<file path="config.mk">
export PLATFORM = sky130hd
export DESIGN_NAME = ym3438_pg_multislot
export DESIGN_NICKNAME = d
export VERILOG_FILES = /design/src/rtl/ym3438_pg_pkg.sv /design/src/rtl/ym3438_pg_inc.sv /design/src/rtl/ym3438_pg_multislot.sv
export SDC_FILE = /design/constraint.sdc
export NUM_CORES = 1
export LEC_CHECK = 0
export ABC_CLOCK_PERIOD_IN_PS = 13900
export CORE_MARGIN = 3
export CORE_UTILIZATION = 55
export DETAILED_ROUTE_END_ITERATION = 6
export GPL_TIMING_DRIVEN = 0
export PLACE_DENSITY_LB_ADDON = 0.05
export SLEW_MARGIN = 40
export SYNTH_ARGS = -nofsm -noshare
export SYNTH_HDL_FRONTEND = slang
export SYNTH_SLANG_ARGS = --single-unit
</file>
<file path="constraint.sdc">
create_clock -name MCLK -period 13.9 [get_ports MCLK]
set_input_delay 1.39 -clock MCLK [delete_from_list [all_inputs] [get_ports MCLK]]
set_output_delay 1.39 -clock MCLK [all_outputs]
set_load 0.02 [all_outputs]
</file>
<file path="src/rtl/ym3438_pg_pkg.sv">
// ym3438_pg_pkg: shared constants and block/detune frequency helper for the phase generator
package ym3438_pg_pkg;
  localparam int PHASE_W_DEF = 20;
  localparam logic [3:0] MULTI_HALF = 4'd0;
  // Evaluated in 64 bits; the caller truncates to its own frequency width, which gives the required modulo wrap.
  function automatic logic [63:0] pg_freq(input logic [63:0] fnum, input logic [7:0] block, input logic dt_sign, input logic [63:0] dt);
    pg_freq = ((fnum << block) >> 1) + (dt_sign ? -dt : dt);
  endfunction
endpackage

</file>
<file path="src/rtl/ym3438_pg_inc.sv">
// ym3438_pg_inc: S1 block/detune frequency and S2 MULTI scaling, both registered on i_ce
// Ports: i_clk/i_rst_n/i_ce control; i_slot..i_key_reset per-slot inputs; o_inc/o_slot/o_key_reset/o_valid S2 outputs.
module ym3438_pg_inc
  import ym3438_pg_pkg::*;
#(
  parameter int FNUM_W  = 11,
  parameter int BLOCK_W = 3,
  parameter int DT_W    = 5,
  parameter int PHASE_W = PHASE_W_DEF,
  parameter int SW      = 5
) (
  input  logic               i_clk,
  input  logic               i_rst_n,
  input  logic               i_ce,
  input  logic [SW-1:0]      i_slot,
  input  logic [FNUM_W-1:0]  i_fnum,
  input  logic [BLOCK_W-1:0] i_block,
  input  logic               i_dt_sign,
  input  logic [DT_W-1:0]    i_dt_value,
  input  logic [3:0]         i_multi,
  input  logic               i_key_reset,
  output logic [PHASE_W-1:0] o_inc,
  output logic [SW-1:0]      o_slot,
  output logic               o_key_reset,
  output logic               o_valid
);
  localparam int FW = FNUM_W + 2**BLOCK_W - 1;
  logic [FW-1:0] w_fd, r_fd;
  logic [FW+3:0] w_full;
  logic [3:0] r_multi;
  logic [SW-1:0] r_slot;
  logic r_kr, r_valid;
  assign w_fd = FW'(pg_freq(64'(i_fnum), 8'(i_block), i_dt_sign, 64'(i_dt_value)));
  assign w_full = (r_multi == MULTI_HALF) ? (FW+4)'(r_fd >> 1) : (FW+4)'(r_fd) * (FW+4)'(r_multi);
  always_ff @(posedge i_clk or negedge i_rst_n)
    if (!i_rst_n) begin
      r_fd <= '0;
      r_multi <= '0;
      r_slot <= '0;
      r_kr <= 1'b0;
      r_valid <= 1'b0;
      o_inc <= '0;
      o_slot <= '0;
      o_key_reset <= 1'b0;
      o_valid <= 1'b0;
    end else if (i_ce) begin
      r_fd <= w_fd;
      r_multi <= i_multi;
      r_slot <= i_slot;
      r_kr <= i_key_reset;
      r_valid <= 1'b1;
      o_inc <= r_kr ? '0 : PHASE_W'(w_full);
      o_slot <= r_slot;
      o_key_reset <= r_kr;
      o_valid <= r_valid;
    end
endmodule

</file>
<file path="src/rtl/ym3438_pg_multislot.sv">
// ym3438_pg_multislot: time-multiplexed phase generator with slot counter, phase store, accumulate stage and readback
// Ports: MCLK/IC/ce control; slot_o/sync_o slot being sampled; fnum..freeze per-slot inputs;
//        pg_out/pg_slot/pg_valid accumulated phase MSBs; rd_slot/rd_phase random-access phase readback.
module ym3438_pg_multislot
  import ym3438_pg_pkg::*;
#(
  parameter int SLOTS   = 24,
  parameter int FNUM_W  = 11,
  parameter int BLOCK_W = 3,
  parameter int DT_W    = 5,
  parameter int PHASE_W = PHASE_W_DEF,
  parameter int OUT_W   = 10,
  localparam int SW     = $clog2(SLOTS)
) (
  input  logic               MCLK,
  input  logic               IC,
  input  logic               ce,
  output logic [SW-1:0]      slot_o,
  output logic               sync_o,
  input  logic [FNUM_W-1:0]  fnum,
  input  logic [BLOCK_W-1:0] block,
  input  logic               dt_sign,
  input  logic [DT_W-1:0]    dt_value,
  input  logic [3:0]         multi,
  input  logic               key_reset,
  input  logic               freeze,
  output logic [OUT_W-1:0]   pg_out,
  output logic [SW-1:0]      pg_slot,
  output logic               pg_valid,
  input  logic [SW-1:0]      rd_slot,
  output logic [PHASE_W-1:0] rd_phase
);
  localparam logic [SW-1:0] L_LAST = SW'(SLOTS - 1);
  localparam logic [SW:0] L_SLOTS = (SW+1)'(SLOTS);
  logic [SW-1:0] r_slot, w_s2_slot;
  logic [PHASE_W-1:0] r_mem [SLOTS];
  logic [PHASE_W-1:0] w_inc, w_old, w_new;
  logic w_s2_kr, w_s2_v, w_wr, w_rd_in;
  ym3438_pg_inc #(
    .FNUM_W(FNUM_W), .BLOCK_W(BLOCK_W), .DT_W(DT_W), .PHASE_W(PHASE_W), .SW(SW)
  ) u_inc (
    .i_clk(MCLK), .i_rst_n(IC), .i_ce(ce), .i_slot(r_slot), .i_fnum(fnum), .i_block(block),
    .i_dt_sign(dt_sign), .i_dt_value(dt_value), .i_multi(multi), .i_key_reset(key_reset),
    .o_inc(w_inc), .o_slot(w_s2_slot), .o_key_reset(w_s2_kr), .o_valid(w_s2_v)
  );
  assign slot_o = r_slot;
  assign sync_o = r_slot == '0;
  assign w_old = r_mem[w_s2_slot];
  assign w_new = (w_s2_kr ? '0 : w_old) + w_inc;
  // key-on must land even while frozen, otherwise the slot would never restart from zero
  assign w_wr = ce && w_s2_v && (!freeze || w_s2_kr);
  assign w_rd_in = {1'b0, rd_slot} < L_SLOTS;
  always_ff @(posedge MCLK or negedge IC)
    if (!IC) begin
      r_slot <= '0;
      pg_out <= '0;
      pg_slot <= '0;
      pg_valid <= 1'b0;
      rd_phase <= '0;
      for (int i = 0; i < SLOTS; i++) r_mem[i] <= '0;
    end else begin
      if (ce) begin
        r_slot <= (r_slot == L_LAST) ? '0 : r_slot + SW'(1);
        pg_valid <= w_s2_v;
        if (w_s2_v) begin
          pg_out <= w_wr ? w_new[PHASE_W-1 -: OUT_W] : w_old[PHASE_W-1 -: OUT_W];
          pg_slot <= w_s2_slot;
        end
      end
      if (w_wr) r_mem[w_s2_slot] <= w_new;
      rd_phase <= !w_rd_in ? '0 : (w_wr && w_s2_slot == rd_slot) ? w_new : r_mem[rd_slot];
    end
endmodule
</file>
==> metrics, run 1 <==
status=finished clean; cell area after synthesis=0.03254 mm^2; kind of critical path=flip-flop to flip-flop; filler cell count=4,684; via count=27,180; CP Capture Type=flip-flop; Synth cell types=71; area share of the largest cell type after synthesis=44.37%; vias in the first global route=27,090; initial detailed-routing violation count=3,284; Total Power=8.270 mW; leak pwr=15.62 nW; Area Growth Syn to Fin=12.80%; CP max FO=10; most common cell after layout, fill and taps aside=nand2_1; Worst Setup SP=u_inc.o_slot[1]; pwr/cell area=225.3 mW/mm^2; CTS Buffer Depth=3; Tmin final=6.909 ns; design area=0.03671 mm^2; largest net degree at the start of global routing=81; register area share after synthesis=44.37%; EDFF count, synth=0; worst-case reg-to-reg path depth=18; Synth Flop Type=dfrtp_1; period utilisation layout=49.71%; GRT Total Usage=38.18%; Synth Instances=3,053; CP Data Required Time=14.32 ns; syn_nets=3,182; CTS resizes=0; max_slew headroom=38.65%; Worst-Margin Slew=0.9203 ns; Hold WC Path Type=flip-flop to flip-flop; routed length per instance=29.42 um; RD Place Congestion=0.9835; Initial Util=55.97%; most frequent cells in the layout=nand2_1, dfrtp_1, o21ai_0; Die Ht=249.2 um; Synth Register Bits=577; Worst Clk Skew=0.02698 ns; grt ovf=0; final net count=3,330; CTS buffer count=67; CTS Root Cell=clkbuf_16; Detail Route Antenna Nets=0; CTS tree=built; worst skew pair latency=0.62 ns; RSZ-0062 raised after global routing=false; Final Hold Viols=0; Async SR Flop Fraction=100.0%; max-cap violation count=0; cell taking the most area after synthesis=dfrtp_1; clock tree sinks=577; core area=0.05814 mm^2; placed cell area=0.03448 mm^2; # setup viols final=0; H-tree Lvls=3; cts hold-fix bufs=0; DRC viols=0; layout cells sized above 1=16.64%; Slew Limit Fails=0; final wirelength=118,100 um; first-pass GRT wire length=175,500 um; Port Buf Inserts=69; synthesized area per cell=10.66 um^2; DIE AREA=0.06212 mm^2; crit path launch type=flip-flop; Max IR drop VDD=0.1350 mV; io pins=76; DRT Pass-1 Iters=6; R2R Path Start=u_inc.o_slot[1]; Setup Fix Bufs, Post-CTS=0; dominant cells by area after synthesis=dfrtp_1, mux4_2, o21ai_0; Yosys Warn Count=0; DPL Wire Length=85,910 um; initial antenna violation count=1; reg2reg end=rd_phase[16]; Die Wd=249.2 um; Reg clk slew, reported paths=0.06 ns; vias per cell=6.772; r2r setup slk=6.99 ns; FMAX=144.7 MHz; CP arrival=7.33 ns; # rows=88; CP endpoint=rd_phase[16]
-- registers in the layout (all words and copies together), names as in the netlist, 4 cells and up --
register and cells:
pg_out 10, pg_slot 5, r_mem 480, rd_phase 20, slot_o 5, u_inc.o_inc 20, u_inc.o_slot 5, u_inc.r_fd 18
u_inc.r_multi 4, u_inc.r_slot 5
-- report_power, final --
group	internal [mW]	leakage, nW	switching [mW]
Sequential	2.24	7.71	0.499
Combinational	1.41	6.83	2.33
Clock	1.06	1.08	0.728
Total	4.71	15.6	3.56
-- worst min path at each step --
stage                        from       endpoint  cells after the start
floorplan           u_inc.r_valid  u_inc.r_valid                      1
global placement    u_inc.r_valid  u_inc.r_valid                      1
detailed placement  u_inc.r_valid  u_inc.r_valid                      1
CTS                 u_inc.r_valid  u_inc.r_valid                      1
global route        u_inc.r_valid  u_inc.r_valid                      1
finish              u_inc.r_valid  u_inc.r_valid                      1
-- cells by family after synthesis --
group	after synthesis	share of synthesized area, %
flops	577	44.37
simple gates	807	10.51
buf+inv	361	4.637
xor+xnor	50	1.392
fa+ha+maj	95	4.437
mux	326	20.09
compound gates	837	14.56
-- synth_stat cells, drive strengths merged, types with 7 or more instances --
cell and n:
a31oi 21, fa 34, a211oi 28, buf 64
nand2b 7, dfrtp 577, mux2i 23, o22ai 21
mux2 46, a21oi 73, and2 53, mux4 257
ha 61, nand3 16, o21ai 581, nor2 65
clkbuf 200, a22oi 63, nor2b 28, nor3 13
xnor2 31, a21o 11, xor2 19, nand2 592
inv 96
-- worst max-delay path: stages, from the launching register on --
cell and delay [ns]:
dfrtp_1 0.31, buf_2 0.41, buf_2 0.44, buf_2 0.53, clkbuf_1 0.73, mux4_2 0.41, a22oi_1 0.34, a31oi_1 0.20
ha_1 0.29, fa_1 0.51, a211oi_2 0.26, o21a_2 0.19, o21ai_2 0.07, a221oi_2 0.38, a21oi_2 0.19, and4b_2 0.30
nor3_4 0.45, buf_2 0.44, a21oi_1 0.23
-- layer usage --
| metal | track usage [%] | share of wire, % |
|---|---|---|
| met3 | 11.07 | 11 |
| met4 | 24.42 | 8.1 |
| met5 | 0 | 0 |
| met1 | 49.99 | 37 |
| met2 | 56.11 | 44 |
-- cell type report --
cell class	instances	area (um^2)	share of cell area (%)
inverter	97	364.1	0.9919
timing repair buffer	79	928.4	2.529
buffer	264	1171	3.190
sequential	577	14440	39.34
tap	765	957.2	2.608
clock inverter	19	207.7	0.5658
clock buffer	95	1977	5.386
multi-input combinational	2115	16650	45.37
antenna	3	7.507	0.02045
-- per-stage QoR --
step | utilization [%] | hold WS, ns | TNS (ns) | worst slack (ns) | std cells
detailed placement | 59.31 | 0.4469 | 0 | 7.164 | 3895
floorplan | - | 0.4305 | 0 | 9.318 | 3053
global placement | 58.81 | 0.4461 | -7805.64 | -13.64 | 3887
CTS | 63.07 | 0.4695 | 0 | 7.153 | 4009
global route | 63.13 | 0.4951 | 0 | 6.955 | 4011
finish | 63.14 | 0.4700 | 0 | 6.991 | 4014
Note: power is estimated with default switching activity, not from simulation.
==> inputs of run 2 (changes only) <==
ABC_CLOCK_PERIOD_IN_PS = 6700   (was 13900)
clock period = 6.7 ns   (was 13.9 ns; I/O delays follow)
==> run 2 against run 1 <==
Worst hold slack barely moved. Clock-buffer cell count did not move. Sequential cell count did not move. Highest routed layer unchanged.
==> metrics, run 2 (synthesized netlist as in run 1, its figures left out) <==
status=finished clean; Total Power=17.14 mW (+110%); H-tree Lvls=3 (unchanged); CTS Root Cell=clkbuf_16; Worst Clk Skew=0.02611 ns (-0.0008664 ns); Worst-Margin Slew=0.9485 ns (+0.02820 ns); Reg clk slew, reported paths=0.06 ns (about the same); cells along the critical path=buf_2 > buf_2 > buf_2 > clkbuf_2 > mux4_2 > a22oi_1 > a31oi_1 > ha_1 > fa_1 > a211oi_2 > o21a_2 > o21ai_2 > a221oi_2 > a21oi_2 > and4b_2 > nor3_4 > buf_2 > a21oi_1; Area Growth Syn to Fin=12.85% (about the same); critical path's slowest cell=buf_2; CTS buffer count=67 (unchanged); Initial Util=55.97% (unchanged); final core occ=63.17% (about the same); CTS Buffer Depth=3 (unchanged); Detail Route Antenna Nets=0 (unchanged); Final Hold Viols=0 (unchanged); CTS tree=built; Setup Fix Bufs, Post-CTS=0 (unchanged); # rows=88 (unchanged); final wirelength=117,800 um (-0.20%); initial detailed-routing violation count=3,327 (+1.3%); max reg flops=480 (unchanged); FMAX=151.8 MHz (+4.8%); kind of critical path=flip-flop to flip-flop; vias per cell=6.758 (-0.20%); most common cell after layout, fill and taps aside=nand2_1; CP Buf/Inv Count=5 (unchanged); initial antenna violation count=1 (unchanged); largest net degree at the start of global routing=81 (unchanged); Hold WC Path Type=flip-flop to flip-flop; final net count=3,331 (+0.030%); period utilisation layout=98.35% (+49 points); CP most frequent cell=buf_2; max-cap violation count=0 (unchanged); max_slew headroom=36.77% (-1.9 points); layout cells sized above 1=16.66% (+0.026 points); clock tree sinks=577 (unchanged); CP Capture Type=flip-flop; Biggest register=r_mem; leak pwr=15.63 nW (about the same); most frequent cells in the layout=nand2_1, dfrtp_1, o21ai_0; DRT Pass-1 Iters=7 (+1); DRC viols=0 (unchanged); Max IR drop VDD=0.2804 mV (+110%); delay-heaviest family, CP=buffers and inverters; Max stage delay on crit path=0.52 ns (-0.21 ns); CP max FO=10 (unchanged); crit path launch type=flip-flop; vias in the first global route=27,100 (+0.030%); CP arrival=7.01 ns (-0.32 ns); WHS=0.4699 ns (-0.00005100 ns); Slew Limit Fails=0 (unchanged); grt ovf=0 (unchanged); io pins=76 (unchanged); CP Data Required Time=7.12 ns (-7.20 ns); top flop regs=r_mem (480), rd_phase (20), u_inc.o_inc (20); GRT Total Usage=38.18% (about the same); Tmin final=6.590 ns (-0.3195 ns); filler cell count=4,683 (-0.021%); via count=27,130 (-0.20%); DPL Wire Length=85,910 um (unchanged); first-pass GRT wire length=175,500 um (about the same); # setup viols final=0 (unchanged); DIE AREA=0.06212 mm^2 (unchanged); pwr/cell area=466.6 mW/mm^2 (+110%); routed length per instance=29.36 um (-0.20%); Die Wd=249.2 um (unchanged); core area=0.05814 mm^2 (unchanged); Die Ht=249.2 um (unchanged); Port Buf Inserts=69 (unchanged); RD Place Congestion=0.9835 (unchanged); RSZ-0062 raised after global routing=false; worst skew pair latency=0.62 ns (about the same)
==> run 2: cell count changes in the layout (fill, tap and decap cells not counted) <==
cell / previous run / this run
buf_2: 40 / 38
clkbuf_1: 195 / 194
diode_2: 3 / 2
dlygate4sd3_1: 0 / 1
clkbuf_4: 0 / 3
==> run 2: per-layer routing <==
| metal | vias up | wire, um | global-route usage, % |
|---|---|---|---|
| met5 | - | 0 | 0 |
| met2 | 1753 | 51450 | 56.13 |
| met4 | 0 | 9361 | 24.42 |
| met1 | 13650 | 43870 | 50.00 |
| li1 | 11250 | - | - |
| met3 | 480 | 13150 | 11.06 |
==> run 2: worst paths after layout <==
kind                       slack (ns)  cells past startpoint       endpoint       startpoint
setup / recovery                 0.11                     18   rd_phase[16]  u_inc.o_slot[1]
hold / removal                   0.47                      1  u_inc.r_valid    u_inc.r_valid
setup reg to reg                 0.11                     18   rd_phase[16]  u_inc.o_slot[1]
hold reg to reg                  0.47                      1  u_inc.r_valid    u_inc.r_valid
max in group asynchronous        4.04                      7     r_mem[246]               IC
min in group asynchronous        0.58                      2      slot_o[2]               IC
==> run 2: final cells by class <==
cell class | count | area (um^2) | share of cell area [%]
multi-input combinational | 2115 | 16650 | 45.35
sequential | 577 | 14440 | 39.32
clock buffer | 95 | 1977 | 5.383
buffer | 264 | 1180 | 3.213
tap | 765 | 957.2 | 2.606
timing repair buffer | 80 | 938.4 | 2.555
inverter | 97 | 364.1 | 0.9915
clock inverter | 19 | 207.7 | 0.5656
antenna | 2 | 5.005 | 0.01363
==> run 2: timing repair <==
action                                  in CTS  in global routing
endpoints found under the setup margin       1                  4
resized for setup                            3                  4
endpoints found under the hold margin       25                  0
hold buffers                                 1                  0
==> run 2: power by group <==
group / switching, mW / internal, mW / total [mW]
logic: 4.82 / 2.92 / 7.75
clock network: 1.50 / 2.20 / 3.70
registers: 1.04 / 4.65 / 5.69
==> run 2: metrics by stage <==
step	area, um^2	TNS (ns)	setup WS, ns	std cells
3_3_place_gp	34190	-	-20.12	3887
6_report	36720	0	0.1103	4014
5_1_grt	36720	0	0.01846	4012
2_1_floorplan	32540	0	2.153	3053
4_1_cts	36680	0	0.2266	4010
3_5_place_dp	34480	-0.03608	-0.03608	3895
